File: src/rtl/bin2bcd_seq.sv
// Sequential binary-to-BCD converter (shift-add-3). Consumes one magnitude bit per clock and
// presents packed BCD digits plus a sign flag using a start/busy/done handshake.
module bin2bcd_seq #(
  parameter int unsigned width  = 8,
  parameter int unsigned digits = 3
) (
  input  logic                clk_i,
  input  logic                rst_n_i,
  input  logic                start_i,
  input  logic                signed_i,
  input  logic [width-1:0]    data_i,
  output logic                busy_o,
  output logic                done_o,
  output logic                neg_o,
  output logic [4*digits-1:0] bcd_o
);

  localparam int unsigned BcdW = 4 * digits;
  localparam int unsigned CntW = $clog2(width + 1);

  function automatic bit range_ok();
    longint unsigned p;
    p = 1;
    for (int unsigned i = 0; i < digits; i++) p = p * 10;
    return p > (longint'(1) << width);
  endfunction

  if (!range_ok()) begin : g_bad_range
    $error("bin2bcd_seq: digits too small to represent every width-bit magnitude");
  end

  typedef enum logic [1:0] {StIdle, StConvert, StDone} state_e;

  state_e            state_q, state_d;
  logic [width-1:0]  mag_q, mag_d;
  logic [BcdW-1:0]   scratch_q, scratch_d;
  logic [CntW-1:0]   cnt_q, cnt_d;
  logic              sign_q, sign_d;
  logic [BcdW-1:0]   bcd_q, bcd_d;
  logic              neg_q, neg_d;
  logic [BcdW-1:0]   adjusted;
  logic [BcdW-1:0]   shifted;
  logic              in_neg;

  // Every digit >= 5 is corrected before the shift so it carries correctly into the next digit.
  function automatic logic [BcdW-1:0] add3(input logic [BcdW-1:0] s);
    logic [BcdW-1:0] r;
    r = s;
    for (int i = 0; i < int'(digits); i++) begin
      if (s[4*i +: 4] >= 4'd5) r[4*i +: 4] = s[4*i +: 4] + 4'd3;
    end
    return r;
  endfunction

  always_comb begin
    state_d   = state_q;
    mag_d     = mag_q;
    scratch_d = scratch_q;
    cnt_d     = cnt_q;
    sign_d    = sign_q;
    bcd_d     = bcd_q;
    neg_d     = neg_q;
    adjusted  = add3(scratch_q);
    shifted   = {adjusted[BcdW-2:0], mag_q[width-1]};
    in_neg    = signed_i & data_i[width-1];

    unique case (state_q)
      StIdle, StDone: begin
        if (start_i) begin
          // Width-bit negate keeps the most negative value correct (e.g. 8'h80 -> 128).
          mag_d     = in_neg ? (~data_i + 1'b1) : data_i;
          sign_d    = in_neg;
          scratch_d = '0;
          cnt_d     = CntW'(width);
          state_d   = StConvert;
        end else begin
          state_d   = StIdle;
        end
      end
      StConvert: begin
        scratch_d = shifted;
        mag_d     = mag_q << 1;
        cnt_d     = cnt_q - CntW'(1);
        if (cnt_q == CntW'(1)) begin
          bcd_d   = shifted;
          neg_d   = sign_q;
          state_d = StDone;
        end
      end
      default: state_d = StIdle;
    endcase
  end

  always_ff @(posedge clk_i or negedge rst_n_i) begin
    if (!rst_n_i) begin
      state_q   <= StIdle;
      mag_q     <= '0;
      scratch_q <= '0;
      cnt_q     <= '0;
      sign_q    <= 1'b0;
      bcd_q     <= '0;
      neg_q     <= 1'b0;
    end else begin
      state_q   <= state_d;
      mag_q     <= mag_d;
      scratch_q <= scratch_d;
      cnt_q     <= cnt_d;
      sign_q    <= sign_d;
      bcd_q     <= bcd_d;
      neg_q     <= neg_d;
    end
  end

  assign busy_o = (state_q == StConvert);
  assign done_o = (state_q == StDone);
  assign neg_o  = neg_q;
  assign bcd_o  = bcd_q;

endmodule

File: config.mk
export PLATFORM = sky130hd
export DESIGN_NAME = bin2bcd_seq
export DESIGN_NICKNAME = d
export VERILOG_FILES = /design/src/rtl/bin2bcd_seq.sv
export SDC_FILE = /design/constraint.sdc
export NUM_CORES = 1
export LEC_CHECK = 0
export ABC_AREA = 1
export BUFFER_PORTS_ARGS = -buffer_cell sky130_fd_sc_hd__buf_2
export CAP_MARGIN = 20
export CORE_UTILIZATION = 61
export CTS_CLUSTER_DIAMETER = 120
export DETAILED_ROUTE_END_ITERATION = 7
export PLACE_DENSITY = 0.88
export SLEW_MARGIN = 5
export SYNTH_ARGS = -nofsm -noshare
export SYNTH_HDL_FRONTEND = slang
export SYNTH_SLANG_ARGS = --single-unit
File: constraint.sdc
create_clock -name clk_i -period 2.76 [get_ports clk_i]
set_input_delay 0.552 -clock clk_i [delete_from_list [all_inputs] [get_ports clk_i]]
set_output_delay 0.552 -clock clk_i [all_outputs]
set_load 0.02 [all_outputs]
== After elaboration in Yosys (flattened, before gate mapping) ==
Cells that the tools add are included.

* Add/sub/neg operators: 5
* Order comparisons: 3
* Equal/unequal tests: 5
* Mux-type cells: 13
* Bitwise logic cells: 2
* Reductions and logical operators: 6

{| class="wikitable"
|+ Operator list
! kind !! number
|-
| $pmux W12 S2 || 1
|-
| $mux W8 || 2
|-
| $pmux W8 S2 || 1
|-
| $ge A4 B3 Y1 const B || 3
|-
| $mux W12 || 1
|-
| $mux W4 || 3
|-
| $add A4 B2 Y4 const B || 2
|-
| $add A8 B1 Y8 const B || 1
|-
| $not A8 Y8 || 1
|-
| $pmux W4 S2 || 1
|-
| $reduce_and A2 Y1 || 3
|-
| $eq A4 B1 Y1 const B || 1
|-
| $pmux W2 S2 || 1
|-
| $sub A4 B1 Y4 const B || 1
|-
| $add A3 B2 Y3 const B || 1
|-
| $mux W3 || 1
|-
| $eq A2 B1 Y1 const B || 1
|-
| $eq A2 B2 Y1 const B || 1
|-
| $logic_not A2 Y1 || 1
|-
| $mux W2 || 1
|-
| $ne A2 B1 Y1 const B || 1
|-
| $ne A2 B2 Y1 const B || 1
|-
| $reduce_bool A2 Y1 || 1
|-
| $reduce_or A2 Y1 || 1
|-
| 2 further kinds || 2
|}

* Register bits: 40
* Input bits: 12
* Output and inout bits: 15
* Logic and storage cells: 41

== Depth between registers and ports, before layout ==
* Depth after elaboration: 5
* Gate-level depth with buffers: 8
* Mapped depth without buffers: 8

== Worst setup path before layout ==
No wires, ideal clock.

* Kind: flip-flop to output port
* Start: register state_q[1]
* End: output busy_o
* Arrival time: 838 ps
* Data required time: 2208 ps
* Setup slack: 1370 ps
* Stages on the path, launching flop included: 5
* Buffers on the path: 1
* Cell sequence: dfrtp_1 inv_1 nand2_4 inv_2 buf_4

* Cells in the longest elaborated chain, start to end: 1

{| class="wikitable"
|+ Ends and longest elaborated chain
! element !! RTL line !! RTL
|-
| start: declaration || 34 || <nowiki>state_e state_q, state_d;</nowiki>
|-
| start signal: assignment || 96 || <nowiki>state_q <= StIdle;</nowiki>
|-
| start signal: assignment || 104 || <nowiki>state_q <= state_d;</nowiki>
|-
| $eq A2 B1 Y1 || 114 || <nowiki>assign busy_o = (state_q == StConvert);</nowiki>
|-
| end: declaration || 12 || <nowiki>output logic busy_o,</nowiki>
|}

Every way passes these cells.

== Worst setup path in the final report ==
Ends and elaborated chain as after synthesis.

==> flow_summary.yaml <==
sta:
  slew_violations: 0
  relSlewSlack: 0.439
  period_needed_ns: 2.00
  period_share: 0.725
  tns_ns: 0
  final.setup_skew_ns: 0.0107
  setup_violations: 0
  max_freq_mhz: 500
  hold_viol: 0
  rsz0062_at_grt: "false"
  max_slew.worst_pin.slew_ns: 0.841
global_routing:
  grtUsageTotal: 0.267
  grt_pass1_vias: 1692
  grt_max_degree: 41
  grt_overflow: 0
  busiest_layer: "met2"
  use_met1: 0.298
  grt_pass1_wl_um: 7050
  antenna_found_initial: 0
  grt_util_met2: 0.466
  grtUsageMet3: 0.0746
setup_path:
  arrival_ns: 1.45
  regToRegEndpoint: "scratch_q[8]$_DFFE_PN0P_"
  required_ns: 2.21
  cp-start-kind: "flop"
  cp_max_fo: 18
  crit_type: "reg -> out"
  rr_worst_depth: 7
  crit_path_end: "busy_o"
  timing.reg2reg.setup_slack_ns: 1.16
  r2r-start: "scratch_q[4]$_DFFE_PN0P_"
  cp-end-kind: "output port"
  crit_start: "state_q[1]$_DFFE_PN0P_"
final_layout:
  fin_cells: 337
  nets: 313
  drive_above_1_share: 0.140
  area_delta_synth_final_pct: 9.69
  fin_area_um2: 2290
  diodes: 0
  utilization: 0.728
  layout_common_cells: "85 x nand2_1, 40 x dfrtp_1, 35 x inv_1, 34 x nand3_1, 26 x buf_2"
  layout_commonest_cell: "nand2_1"
place:
  placed_cells: 329
  place_area_um2: 2240
  place_hpwl_um: 2890
  port_buffers: 26
  place_congestion: 0.854
yosys:
  synthesis.area_um2: 2090
  syn_inst: 263
  ys_types: 23
  ys_seq_area_frac: 0.478
  post-synth-top-area-cell: "dfrtp_1"
  yosys.area_share.simple: 0.282
  synth_ff_type: "dfrtp_1"
  synth.area.top_cells: "dfrtp_1 48%, nand2_1 15%, nand3_1 8.1%, inv_1 6.3%, ha_1 5.4%"
  synth-adder-area-share: 0.0538
  synth-xor-area-share: 0.00419
  async_flop_share: 1.00
  synth_top_area_frac: 0.478
  synth_compound_area_frac: 0.0933
  synth_edf_count: 0
  syn_area_per_cell_um2: 7.95
  synth_top_family_by_area: "simple AND/OR/NAND/NOR gates"
  synthesis.nets: 284
  yosys_warnings: 0
  synthMuxAreaShare: 0
  ys_seq_elements: 40
route:
  drt_iter0_drc: 78
  routed_wl_um: 3960
  drc_errors: 0
  final_antenna_net_count: 0
  vias: 1745
  avgRoutedWirePerCell_um: 11.7
  drt_pass1_iterations: 5
  viasPerCell: 5.18
power:
  p_total_mw: 2.64
  p_per_area_nw_per_um2: 1150
  clkPwrFrac: 0.118
  intPower_mw: 1.42
  pwr-share-comb: 0.499
  pwr-share-seq: 0.383
  p_leak_nw: 1.27
  peakVddDrop_mv: 0.538
  swShare: 0.461
  p_switching_mw: 1.22
clock_tree:
  cts_sinks: 40
  hold_buffers: 0
  clk_pin_slew_ns: 0.11
  root_buffer: "clkbuf_4"
  cts.htree.levels: 2
  cts_made_buffers: 5
  cts_resized: 0
  tritoncts: "yes"
  worstSkewPairLatency_ns: 0.36
  clk_path_buf_depth: 2
  post_cts_buffers: 0
floorplan:
  pin_count: 27
  fp.dieW_um: 60.6
  rows: 20
  start_util: 0.663
  core_area_um2: 3150
  die_h_um: 60.6
  die-area_um2: 3670
job:
  maxCapViolations: 0
run_status:
  status: "complete, no violations"
min_path:
  worstHoldPathType: "in -> async"
state kept, by name, indices dropped and copies added, names as in the netlist:
signal	count
bcd_o	12
scratch_q	12
mag_q	8
cnt_q	4
state_q	2
neg_o	1
sign_q	1
cell usage after synthesis (all sizes together) (2+ instances only):
library cell,number
nand4,2
ha,9
nor2,9
inv,38
dfrtp,40
a21oi,5
nand3,34
o21ai,22
o22ai,5
nand2,89
buf,4
worst min path at each step:
stage	slack, ns	from	to
floorplan	0.26	rst_n_i	bcd_o[0]$_DFFE_PN0P_
global placement	0.45	neg_o$_DFFE_PN0P_	neg_o$_DFFE_PN0P_
detailed placement	0.45	neg_o$_DFFE_PN0P_	neg_o$_DFFE_PN0P_
CTS	0.32	rst_n_i	bcd_o[6]$_DFFE_PN0P_
global route	0.36	rst_n_i	bcd_o[10]$_DFFE_PN0P_
finish	0.29	rst_n_i	bcd_o[6]$_DFFE_PN0P_
power by group through the flow:
stage | logic (mW) | registers, mW | clock network (mW)
floorplan | 0.931 | 1.10 | 0
CTS | 1.32 | 1.01 | 0.316
finish | 1.32 | 1.01 | 0.310
global placement | 1.26 | 1.01 | 0
detailed placement | 1.31 | 1.02 | 0
global route | 1.53 | 1.04 | 0.339
per-layer routing:
| layer | up-vias | part of all wire |
|---|---|---|
| met5 | - | 0 |
| met4 | 0 | 0.027 |
| met3 | 9 | 0.047 |
| met2 | 47 | 0.48 |
| met1 | 790 | 0.44 |
| li1 | 899 | - |
critical path, cell delays in order (launching register included):
cell and delay, ns:
dfrtp_1 0.38, inv_1 0.10, nand2_4 0.11, inv_2 0.27
buf_2 0.23
final cells by class:
class                      count  area [um^2]
clock buffer                   8         58.8
fill                         263          858
inverter                      38          143
multi-input combinational    181          907
sequential                    40         1000
tap                           44         55.1
timing repair buffer          26          130
through the flow:
| stage | hold slack [ns] | setup WS (ns) |
|---|---|---|
| 3_3_place_gp | 0.452 | 1.18 |
| 2_1_floorplan | 0.256 | 1.37 |
| 6_report | 0.285 | 0.758 |
| 3_5_place_dp | 0.455 | 1.15 |
| 4_1_cts | 0.316 | 0.749 |
| 5_1_grt | 0.356 | 0.654 |
logic make-up after synthesis:
kind of cell / Yosys count
simple gates: 135
buf+inv: 42
flops: 40
compound gates: 36
fa+ha+maj: 9
xor+xnor: 1
No activity file was read; power rests on OpenSTA's default activity.
